===== src/rtl/pc_seq_pkg.sv =====
// Shared types and default vectors for the program-counter sequencer.
// Used by pc_sequencer and pc_next_sel.
package pc_seq_pkg;

    typedef enum logic [1:0] {
        BOOT = 2'd0,
        RUN  = 2'd1,
        TRAP = 2'd2
    } pc_state_e;

    typedef enum logic [2:0] {
        SEL_HOLD = 3'd0,
        SEL_INC  = 3'd1,
        SEL_BR   = 3'd2,
        SEL_TRAP = 3'd3,
        SEL_RET  = 3'd4
    } pc_sel_e;

    localparam int          DEFAULT_ADDR_W       = 32;
    localparam int          DEFAULT_INSTR_BYTES  = 4;
    localparam logic [31:0] DEFAULT_RESET_VECTOR = 32'h0000_0000;
    localparam logic [31:0] DEFAULT_TRAP_VECTOR  = 32'h0000_0100;

endpackage


===== src/rtl/pc_next_sel.sv =====
// Combinational next-PC priority encoder and mux for pc_sequencer.
// Optional target alignment checking is compiled in with PC_SEQ_ALIGN_CHECK_EN.
module pc_next_sel
    import pc_seq_pkg::*;
#(
    parameter int                ADDR_W      = DEFAULT_ADDR_W,
    parameter int                INSTR_BYTES = DEFAULT_INSTR_BYTES,
    parameter logic [ADDR_W-1:0] TRAP_PC     = '0
) (
    input  logic [1:0]        state,
    input  logic [ADDR_W-1:0] pc,
    input  logic [ADDR_W-1:0] epc,
    input  logic              stall,
    input  logic              branch_valid,
    input  logic [ADDR_W-1:0] branch_target,
    input  logic              trap_req,
    input  logic              trap_ret,
`ifdef PC_SEQ_ALIGN_CHECK_EN
    output logic              misalign,
`endif
    output logic [2:0]        sel,
    output logic [ADDR_W-1:0] next_pc
);

    localparam logic [ADDR_W-1:0] INC = ADDR_W'(INSTR_BYTES);
`ifdef PC_SEQ_ALIGN_CHECK_EN
    localparam logic [ADDR_W-1:0] ALIGN_MASK = ADDR_W'(INSTR_BYTES - 1);
    logic br_mis;
    logic ret_mis;
    assign br_mis  = (branch_target & ALIGN_MASK) != '0;
    assign ret_mis = (epc & ALIGN_MASK) != '0;
`endif

    pc_sel_e sel_c;
    logic    in_run;
    logic    in_handler;

    assign in_run     = (state == RUN);
    assign in_handler = (state == TRAP);
    assign sel        = sel_c;

    always_comb begin
        sel_c = SEL_INC;
`ifdef PC_SEQ_ALIGN_CHECK_EN
        misalign = 1'b0;
`endif
        if (!in_run && !in_handler) begin
            sel_c = SEL_HOLD;
        end else if (trap_req && in_run) begin
            sel_c = SEL_TRAP;
        end else if (trap_ret && in_handler) begin
`ifdef PC_SEQ_ALIGN_CHECK_EN
            if (ret_mis) begin
                sel_c    = SEL_HOLD;
                misalign = 1'b1;
            end else begin
                sel_c = SEL_RET;
            end
`else
            sel_c = SEL_RET;
`endif
        end else if (branch_valid) begin
`ifdef PC_SEQ_ALIGN_CHECK_EN
            // A bad branch target enters the handler from RUN, but only holds inside it.
            if (br_mis) begin
                misalign = 1'b1;
                if (in_run) begin
                    sel_c = SEL_TRAP;
                end else begin
                    sel_c = SEL_HOLD;
                end
            end else begin
                sel_c = SEL_BR;
            end
`else
            sel_c = SEL_BR;
`endif
        end else if (stall) begin
            sel_c = SEL_HOLD;
        end
    end

    always_comb begin
        next_pc = pc + INC;
        case (sel_c)
            SEL_HOLD: next_pc = pc;
            SEL_BR:   next_pc = branch_target;
            SEL_TRAP: next_pc = TRAP_PC;
            SEL_RET:  next_pc = epc;
            default:  next_pc = pc + INC;
        endcase
    end

endmodule


===== src/rtl/pc_sequencer.sv =====
// Program-counter sequencer: boot, sequential/branch/trap/return selection, EPC save.
// Define PC_SEQ_ALIGN_CHECK_EN to add target alignment checking and misalign_fault.
module pc_sequencer
    import pc_seq_pkg::*;
#(
    parameter int          ADDR_W       = DEFAULT_ADDR_W,
    parameter int          INSTR_BYTES  = DEFAULT_INSTR_BYTES,
    parameter logic [31:0] RESET_VECTOR = DEFAULT_RESET_VECTOR,
    parameter logic [31:0] TRAP_VECTOR  = DEFAULT_TRAP_VECTOR
) (
    input  logic              clk,
    input  logic              reset,
    input  logic              stall,
    input  logic              branch_valid,
    input  logic [ADDR_W-1:0] branch_target,
    input  logic              trap_req,
    input  logic              trap_ret,
    output logic [ADDR_W-1:0] pc,
    output logic              pc_valid,
    output logic [ADDR_W-1:0] epc,
`ifdef PC_SEQ_ALIGN_CHECK_EN
    output logic              misalign_fault,
`endif
    output logic              in_trap
);

    localparam logic [ADDR_W-1:0] RESET_PC = ADDR_W'(RESET_VECTOR);
    localparam logic [ADDR_W-1:0] TRAP_PC  = ADDR_W'(TRAP_VECTOR);

    pc_state_e         state;
    logic [2:0]        sel;
    logic [ADDR_W-1:0] next_pc;
`ifdef PC_SEQ_ALIGN_CHECK_EN
    logic              misalign;
`endif

    pc_next_sel #(
        .ADDR_W      (ADDR_W),
        .INSTR_BYTES (INSTR_BYTES),
        .TRAP_PC     (TRAP_PC)
    ) u_next_sel (
        .state         (state),
        .pc            (pc),
        .epc           (epc),
        .stall         (stall),
        .branch_valid  (branch_valid),
        .branch_target (branch_target),
        .trap_req      (trap_req),
        .trap_ret      (trap_ret),
`ifdef PC_SEQ_ALIGN_CHECK_EN
        .misalign      (misalign),
`endif
        .sel           (sel),
        .next_pc       (next_pc)
    );

    always_ff @(posedge clk or negedge reset) begin
        if (!reset) begin
            state    <= BOOT;
            pc       <= RESET_PC;
            pc_valid <= 1'b0;
            epc      <= '0;
            in_trap  <= 1'b0;
`ifdef PC_SEQ_ALIGN_CHECK_EN
            misalign_fault <= 1'b0;
`endif
        end else begin
            case (state)
                BOOT: begin
                    // The reset vector is already on pc; leaving BOOT only qualifies it.
                    state    <= RUN;
                    pc_valid <= 1'b1;
`ifdef PC_SEQ_ALIGN_CHECK_EN
                    misalign_fault <= 1'b0;
`endif
                end
                default: begin
                    pc <= next_pc;
`ifdef PC_SEQ_ALIGN_CHECK_EN
                    misalign_fault <= misalign;
`endif
                    if (sel == SEL_TRAP) begin
                        epc     <= pc;
                        state   <= TRAP;
                        in_trap <= 1'b1;
                    end else if (sel == SEL_RET) begin
                        state   <= RUN;
                        in_trap <= 1'b0;
                    end
                end
            endcase
        end
    end

endmodule


===== config.mk =====
export PLATFORM = sky130hd
export DESIGN_NAME = pc_sequencer
export DESIGN_NICKNAME = d
export VERILOG_FILES = /design/src/rtl/pc_seq_pkg.sv /design/src/rtl/pc_next_sel.sv /design/src/rtl/pc_sequencer.sv
export SDC_FILE = /design/constraint.sdc
export NUM_CORES = 1
export LEC_CHECK = 0
export BUFFER_PORTS_ARGS = -buffer_cell sky130_fd_sc_hd__clkbuf_2
export CORE_MARGIN = 2
export CORE_UTILIZATION = 40
export DETAILED_ROUTE_END_ITERATION = 16
export HOLD_SLACK_MARGIN = 0.06
export PLACE_DENSITY = 0.64
export SLEW_MARGIN = 40
export SYNTH_ARGS = -nofsm -noshare
export SYNTH_HDL_FRONTEND = slang
export SYNTH_SLANG_ARGS = --single-unit

===== constraint.sdc =====
create_clock -name clk -period 2.25 [get_ports clk]
set_input_delay 0.3375 -clock clk [delete_from_list [all_inputs] [get_ports clk]]
set_output_delay 0.3375 -clock clk [all_outputs]
set_load 0.1 [all_outputs]

-- After elaboration in Yosys (flattened, before gate mapping)
Cells that the tools add are included.
- register bits: 68
- input bits: 38
- output and inout bits: 66
- word-level logic and storage cells: 36
- $add $sub $neg: 1
- equal/unequal tests: 5
- mux-type cells: 11
- bitwise gates (word level): 2
- reductions and logical operators: 12
- operators by type and width (operator ; count):
    case mux 32 bit (4 select lines) ; 1
    adder 32 x 3 -> 32 bit (second input constant) ; 1
    two-way mux 3 bit ; 4
    equality test 3 x 2 -> 1 bit (second input constant) ; 2
    two-way mux 2 bit ; 3
    AND reduction 2 bit ; 3
    equality test 3 bit (second input constant) ; 1
    logical AND 1 bit ; 3
    zero test 3 bit ; 1
    two-way mux 1 bit ; 3
    nonzero test 3 bit ; 1
    equality test 2 x 1 -> 1 bit (second input constant) ; 1
    equality test 2 bit (second input constant) ; 1
    zero test 1 bit ; 2
    zero test 2 bit ; 1
    NOT 1 bit ; 2
    nonzero test 2 bit ; 1

-- Logic depth before layout (Yosys ltp)
Gate-level depths: netlist of run 1.
- word-level depth: 9
- mapped depth: 9
- gate-level depth less buffers: 7

-- Hierarchy
From an unflattened synthesis of run 1, not the netlist that was laid out.
- cells, all modules: 386
- area total of the unflattened synthesis: 4002.6 µm²
- by module, submodules not included (module ; times used ; cells each ; area each (µm²)):
    pc_sequencer ; 1 ; 153 ; 2576.2
    pc_next_sel ; 1 ; 233 ; 1426.4

-- Least setup slack after synthesis of run 1
Ideal clock, no wire load.
- kind: register to register
- start point: reg pc[16]
- end point: reg pc[27]
- arrival: 2.298 ns
- data required time: 2.119 ns
- slack: -0.179 ns
- cell stages (with the launch flop): 7
- buffers on the path: 1
- clock period less this slack: 2.429 ns
- path through: dfrtp_1 > buf_4 > and4_1 > and4_4 > nand4_1 > and3_1 > or3_1
- longest elaborated chain between the ends: 2
- ends and longest elaborated chain (item ; line ; source):
    from (decl) ; pc_sequencer.sv:18 ; output logic [ADDR_W-1:0] pc,
    from (signal assigned) ; pc_sequencer.sv:78 ; pc <= next_pc;
    adder 32 x 3 -> 32 bit ; -- ;
    case mux 32 bit (4 select lines) ; pc_next_sel.sv:85 ; case (sel_c)
No other way between the ends.
A chain may end at the register's enable or synchronous reset.

-- Worst setup path after layout of run 1
- start point: reg state[0]
- end point: reg pc[9]
- longest elaborated chain between the ends: 8
- ends and longest elaborated chain (item ; line ; source):
    from (decl) ; pc_sequencer.sv:30 ; pc_state_e state;
    from (signal assigned) ; pc_sequencer.sv:59 ; state <= BOOT;
    from (signal assigned) ; pc_sequencer.sv:71 ; state <= RUN;
    from (signal assigned) ; pc_sequencer.sv:84 ; state <= TRAP;
    parallel branches: the longest is 8 deep, another holds case mux 32 bit (4 select lines) ; -- ;
Parallel ways; which one is timed is not known.

==> results of run 1 <==
## metrics by stage
step           setup slack, ns  cells  instance area, µm²
6_report                 0.123    577                4610
5_1_grt                 0.0169    577                4610
4_1_cts                 0.0575    577                4590
3_5_place_dp            0.0513    560                4360
3_3_place_gp            0.0188    560                4360
2_1_floorplan           0.0433    364                3700
## worst register-to-register path: stages (launching register included)
cell     delay, ns
dfrtp_1       0.37
inv_1         0.07
ha_1          0.32
buf_4         0.17
and4_1        0.29
buf_4         0.23
a22oi_1       0.21
o21ai_0       0.12
a22o_1        0.24
## Yosys cell counts, types with 2 or more instances
cell / n
clkbuf_1: 14
buf_4: 5
o22ai_1: 6
dfrtp_1: 68
ha_1: 4
mux2i_1: 2
nand2_1: 28
inv_1: 7
o21ai_1: 3
or4_1: 3
o211ai_1: 3
o31a_1: 7
nor3_1: 3
nand2b_1: 3
a22o_1: 9
buf_2: 8
nor2_1: 14
a21oi_1: 13
a221o_1: 2
o21ai_0: 37
nand2_2: 2
nand4_1: 8
or2_2: 2
and3_1: 6
nand3_1: 11
mux2_2: 28
a31oi_1: 7
and4_1: 9
a222oi_1: 4
a41oi_1: 2
a22oi_1: 17
and2_1: 3
nor4_1: 2
a221oi_1: 5
## registers in the layout (all words and copies together) (netlist names)
| register | flops |
|---|---|
| epc | 32 |
| pc | 32 |
| state | 2 |
| in_trap | 1 |
| pc_valid | 1 |
## kinds of logic (layout without fill, tap and decap cells)
family                   after synthesis  after routing  share of synthesized area [%]
multiplexers                          30             30                           9.12
AO/OA/AOI/OAI                        125            125                           23.5
AND/OR/NAND/NOR                      102            102                           15.2
buffers and inverters                 35            140                           4.56
flip-flops                            68             68                           46.3
adder cells (fa/ha/maj)                4              4                           1.36
## routing by layer
metal,track usage [%],vias up,routed length (µm)
met2,33.0,123,4930
met5,0,-,0
met3,3.83,13,595
met4,6.95,0,153
li1,-,1599,-
met1,28.3,1625,4600
## timing repair
action,CTS,global route
resized for setup,0,5
hold endpoints to repair,20,0
setup endpoints to repair,0,11
hold buffers,1,0
## worst paths after layout
check	endpoint	slack, ns	cells past startpoint
hold / removal	pc[2]	0.29	3
max in group asynchronous	pc[7]	1.17	3
setup / recovery	pc[9]	0.12	8
hold reg to reg	pc_valid	0.48	1
min in group asynchronous	epc[19]	0.53	2
setup reg to reg	pc[9]	0.12	8
## layout make-up
| cell class | count | share of cell area, % |
|---|---|---|
| clock buffer | 15 | 4.04 |
| clock inverter | 1 | 0.651 |
| inverter | 7 | 0.570 |
| multi-input combinational | 261 | 39.8 |
| sequential | 68 | 37.4 |
| tap | 108 | 2.93 |
| timing repair buffer | 117 | 14.6 |
==> impl_metrics.toml, run 1 <==
[critical_path]
cp.arrival_ns = 2.36
crit_chain = "inv_1, ha_1, buf_4, and4_1, buf_4, a22oi_1, o21ai_0, a22o_1"
slowest_delay_ns = 0.37
startpoint_type = "flop"
path_class = "flop to flop"
r2r-start = "state[0]"
crit_start = "state[0]"
crit_slowest_cell = "dfrtp_1"
crit_path_end_kind = "flop"
cp.required_ns = 2.48
cp_num_buf_inv = 3
critPathMaxFanout = 12
path_delay_family = "compound AO/OA/AOI/OAI gates"
cp_common_cell = "buf_4"

[synth]
ys_ff_latch = 68
syn_nets = 406
synth_top_area_share_pct = 46.3
ys_top_cells_by_area = "dfrtp_1 46%, mux2_2 8.6%, o21ai_0 5.0%"
netlist_area_mm2 = 0.00368
avgSynthCellArea_um2 = 10.1
seq_area_frac_synth_pct = 46.3
synth_ff_type = "dfrtp_1"
syn-instance-count = 364
synth_top_area_cell = "dfrtp_1"
synthArstFlopShare_pct = 100
synth_edf_count = 0
synth_cell_types = 53
yosysWarnings = 0

[timing]
slew_viol_final = 0
worst_slew_pin_slew_ns = 0.607
final_hold_viol_count = 0
fmax_ghz = 0.470
tns_ns = 0
min_period_over_period_pct = 94.5
fin_skew_ns = 0.0125
whs_ns = 0.293
slew_headroom_pct = 59.5
setup_viol_count_final = 0
min_period_ns = 2.13
rsz0062_at_grt = "false"

[clocking]
root_buffer = "clkbuf_8"
numCtsBuffers = 9
clockBufferDepth = 2
clock_latency_ns = 0.35
cts.sinks = 68
cts_tree = "built"
clkTransAtPathRegs_ns = 0.07
htree_levels = 3
post_cts_buffers = 0

[final_layout]
mostFrequentLayoutCells = "102 x clkbuf_2, 51 x dfrtp_1, 37 x o21ai_0, 28 x nand2_1, 28 x mux2_2"
register_area_mm2 = 0.00172
fill_cells = 801
post-route-util_pct = 52.4
antenna_cells = 0
area_growth_pct = 25.4
final_common_cell = "clkbuf_2"
multi_input_area_mm2 = 0.00184
drive_gt1_share_pct = 41.2
layout.nets = 506

[detailed_routing]
num_vias = 3360
wire_per_inst_um = 17.8
drt_iter0_drc = 237
drtPass1Iterations = 6
ant_nets = 0
drt_drc_violations_left = 0
wl_um = 10300
via_per_inst = 5.82

[placement]
gp_congestion = 0.821
place_hpwl_um = 7260
port_buffers = 103

[floorplanning]
die_w_um = 99.9
boundaryPins = 104
coreArea_mm2 = 0.00881
die_h_um = 99.9
die_area_mm2 = 0.00997
initial_utilization_pct = 41.7
rows = 34

[run]
max-cap-violations = 0

[hold_path]
hp-class = "input pin to flop"
hp-start = "branch_target[2]"

[grt]
first_global_vias = 3242
grt_pass1_wl_um = 16200
overflow = 0
track_usage_pct = 20.6
grt_max_degree = 35
antenna_found_initial = 0

[run_status]
status = "finished clean"
Power of run 1 is left out: the tool's default activity adds up to more than one toggle a clock period on the data nets, which glitch-free logic cannot reach.
==> inputs of run 2 (changes only) <==
--- a/config.mk
+++ b/config.mk
@@ -6,6 +6,7 @@
 export NUM_CORES = 1
 export LEC_CHECK = 0
 export BUFFER_PORTS_ARGS = -buffer_cell sky130_fd_sc_hd__clkbuf_2
+export CAP_MARGIN = 20
 export CORE_MARGIN = 2
 export CORE_UTILIZATION = 40
 export DETAILED_ROUTE_END_ITERATION = 16
==> constraint.sdc (replaced) <==
create_clock -name clk -period 2.25 [get_ports clk]
set_input_delay 0.3375 -clock clk [delete_from_list [all_inputs] [get_ports clk]]
set_output_delay 0.3375 -clock clk [all_outputs]
set_load 0.05 [all_outputs]
==> impl_metrics.toml, run 2 (synthesis gave the netlist of run 1 again) <==
[floorplanning]
die_h_um = 99.9
die_area_mm2 = 0.00997
die_w_um = 99.9
coreArea_mm2 = 0.00881
rows = 34
boundaryPins = 104
initial_utilization_pct = 41.7

[timing]
setup_viol_count_final = 0
fin_ws_ns = 0.116
slew_viol_final = 0
worst_slew_pin_slew_ns = 0.380
min_period_ns = 2.13
min_period_over_period_pct = 94.9
tns_ns = 0
fin_skew_ns = 0.00936
final_hold_viol_count = 0
slew_headroom_pct = 74.7
fmax_ghz = 0.468

[detailed_routing]
m1WireLength_um = 4790
via_per_inst = 5.84
drtPass1Iterations = 6
wl_met3_um = 555
drt_drc_violations_left = 0
ant_nets = 0
top_layer_used = "met4"
wire_per_inst_um = 17.9
drt_iter0_drc = 251
wl_met2_um = 4980
wl_um = 10500
num_vias = 3412

[pwr]
p_leak_nw = 2.08
p_per_area_mw_per_mm2 = 1820
ir_drop_mv = 0.893
intPower_mw = 3.94
p_seq_share_pct = 27.8
p_sw_mw = 4.43
combPwrFrac_pct = 58.8
power_mw = 8.37
swShare_pct = 53.0
p_clk_share_pct = 13.5

[critical_path]
critPathMaxFanout = 7
crit_path_end_kind = "flop"
startpoint_type = "flop"
cp.arrival_ns = 2.42
path_class = "flop to flop"
cp.required_ns = 2.53

[placement]
place_area_mm2 = 0.00436
place_ws_ns = 0.145
place_hpwl_um = 7490
port_buffers = 103
gp_congestion = 0.837

[final_layout]
post-route-util_pct = 52.2
layout.nets = 513
mostFrequentLayoutCells = "102 x clkbuf_2, 68 x dfrtp_1, 37 x o21ai_0, 28 x nand2_1, 28 x mux2_2"
biggestRegsByFlops = "epc (32), pc (32), state (2)"
antenna_cells = 0
fin_area_mm2 = 0.00460
drive_gt1_share_pct = 37.8
area_growth_pct = 25.2
final_common_cell = "clkbuf_2"

[grt]
grt_pass1_wl_um = 17100
first_global_vias = 3421
antenna_found_initial = 0
overflow = 0
grt_max_degree = 44
track_usage_pct = 21.4

[clocking]
clock_latency_ns = 0.35
htree_levels = 3
numCtsBuffers = 9
clkTransAtPathRegs_ns = 0.07
cts.sinks = 68
root_buffer = "clkbuf_8"
cts_tree = "built"
clockBufferDepth = 2

[run]
max-cap-violations = 0

[hold_path]
hp-class = "input pin to flop"

[run_status]
status = "finished clean"
==> run 2: cell types whose count changed in the layout (fill, tap and decap cells not counted), moves of 2 or more <==
cell,delta
dfrtp_1,+17
dfrtp_2,-17
buf_4,+8
clkbuf_8,-3
clkinv_2,+3
buf_12,-2
==> run 2: worst paths after layout <==
kind,from,endpoint,slack (ns),cells past startpoint
min reg2reg,pc_valid,pc_valid,0.47,1
min,branch_target[19],pc[19],0.30,3
min in group asynchronous,reset,epc[15],0.51,3
max,state[0],pc[31],0.12,7
max reg2reg,state[0],pc[31],0.12,7
max in group asynchronous,reset,epc[27],1.42,3
==> run 2: cell type report <==
cell class	instances	area [µm²]
multi-input cells	261	1820
well taps	108	135
fillers	824	4210
clock buffers	11	141
repair buffers	124	704
flip-flops and latches	68	1700
inverters	7	26.3
clock inverters	5	75.1
==> run 2: repair_timing <==
action	CTS	global route
setup buffers	0	1
endpoints found under the setup margin	0	4
hold buffers	1	0
resized for setup	0	2
hold endpoints to repair	68	0
==> run 2: power groups by stage <==
stage | sequential, mW | combinational, mW | clock (mW)
after floorplan | 3.92 | 1.93 | 0
after global placement | 2.31 | 4.80 | 0
after detailed placement | 2.34 | 4.86 | 0
after CTS | 2.32 | 4.88 | 1.15
after global routing | 2.43 | 5.28 | 1.21
final | 2.33 | 4.92 | 1.13
==> run 2: per-layer routing <==
layer / global-route usage [%] / up-vias
li1: - / 1614
met1: 29.4 / 1660
met2: 34.2 / 122
met3: 4.74 / 16
met4: 6.43 / 0
met5: 0 / -
==> run 2: worst max-delay path, cell delays in order (launching register included) <==
cell and delay, ns:
dfrtp_1 0.37, inv_1 0.07, ha_1 0.26, a221oi_4 0.43, nand2b_4 0.23, nand2_2 0.10
or4_1 0.52, nand3_1 0.09
==> run 2: per-stage QoR <==
| step | hold slack (ns) | cells |
|---|---|---|
| 2_1_floorplan | 0.0419 | 364 |
| 3_3_place_gp | 0.357 | 566 |
| 3_5_place_dp | 0.356 | 566 |
| 4_1_cts | 0.298 | 583 |
| 5_1_grt | 0.298 | 584 |
| 6_report | 0.301 | 584 |
Power figures use the tool's default switching activity.
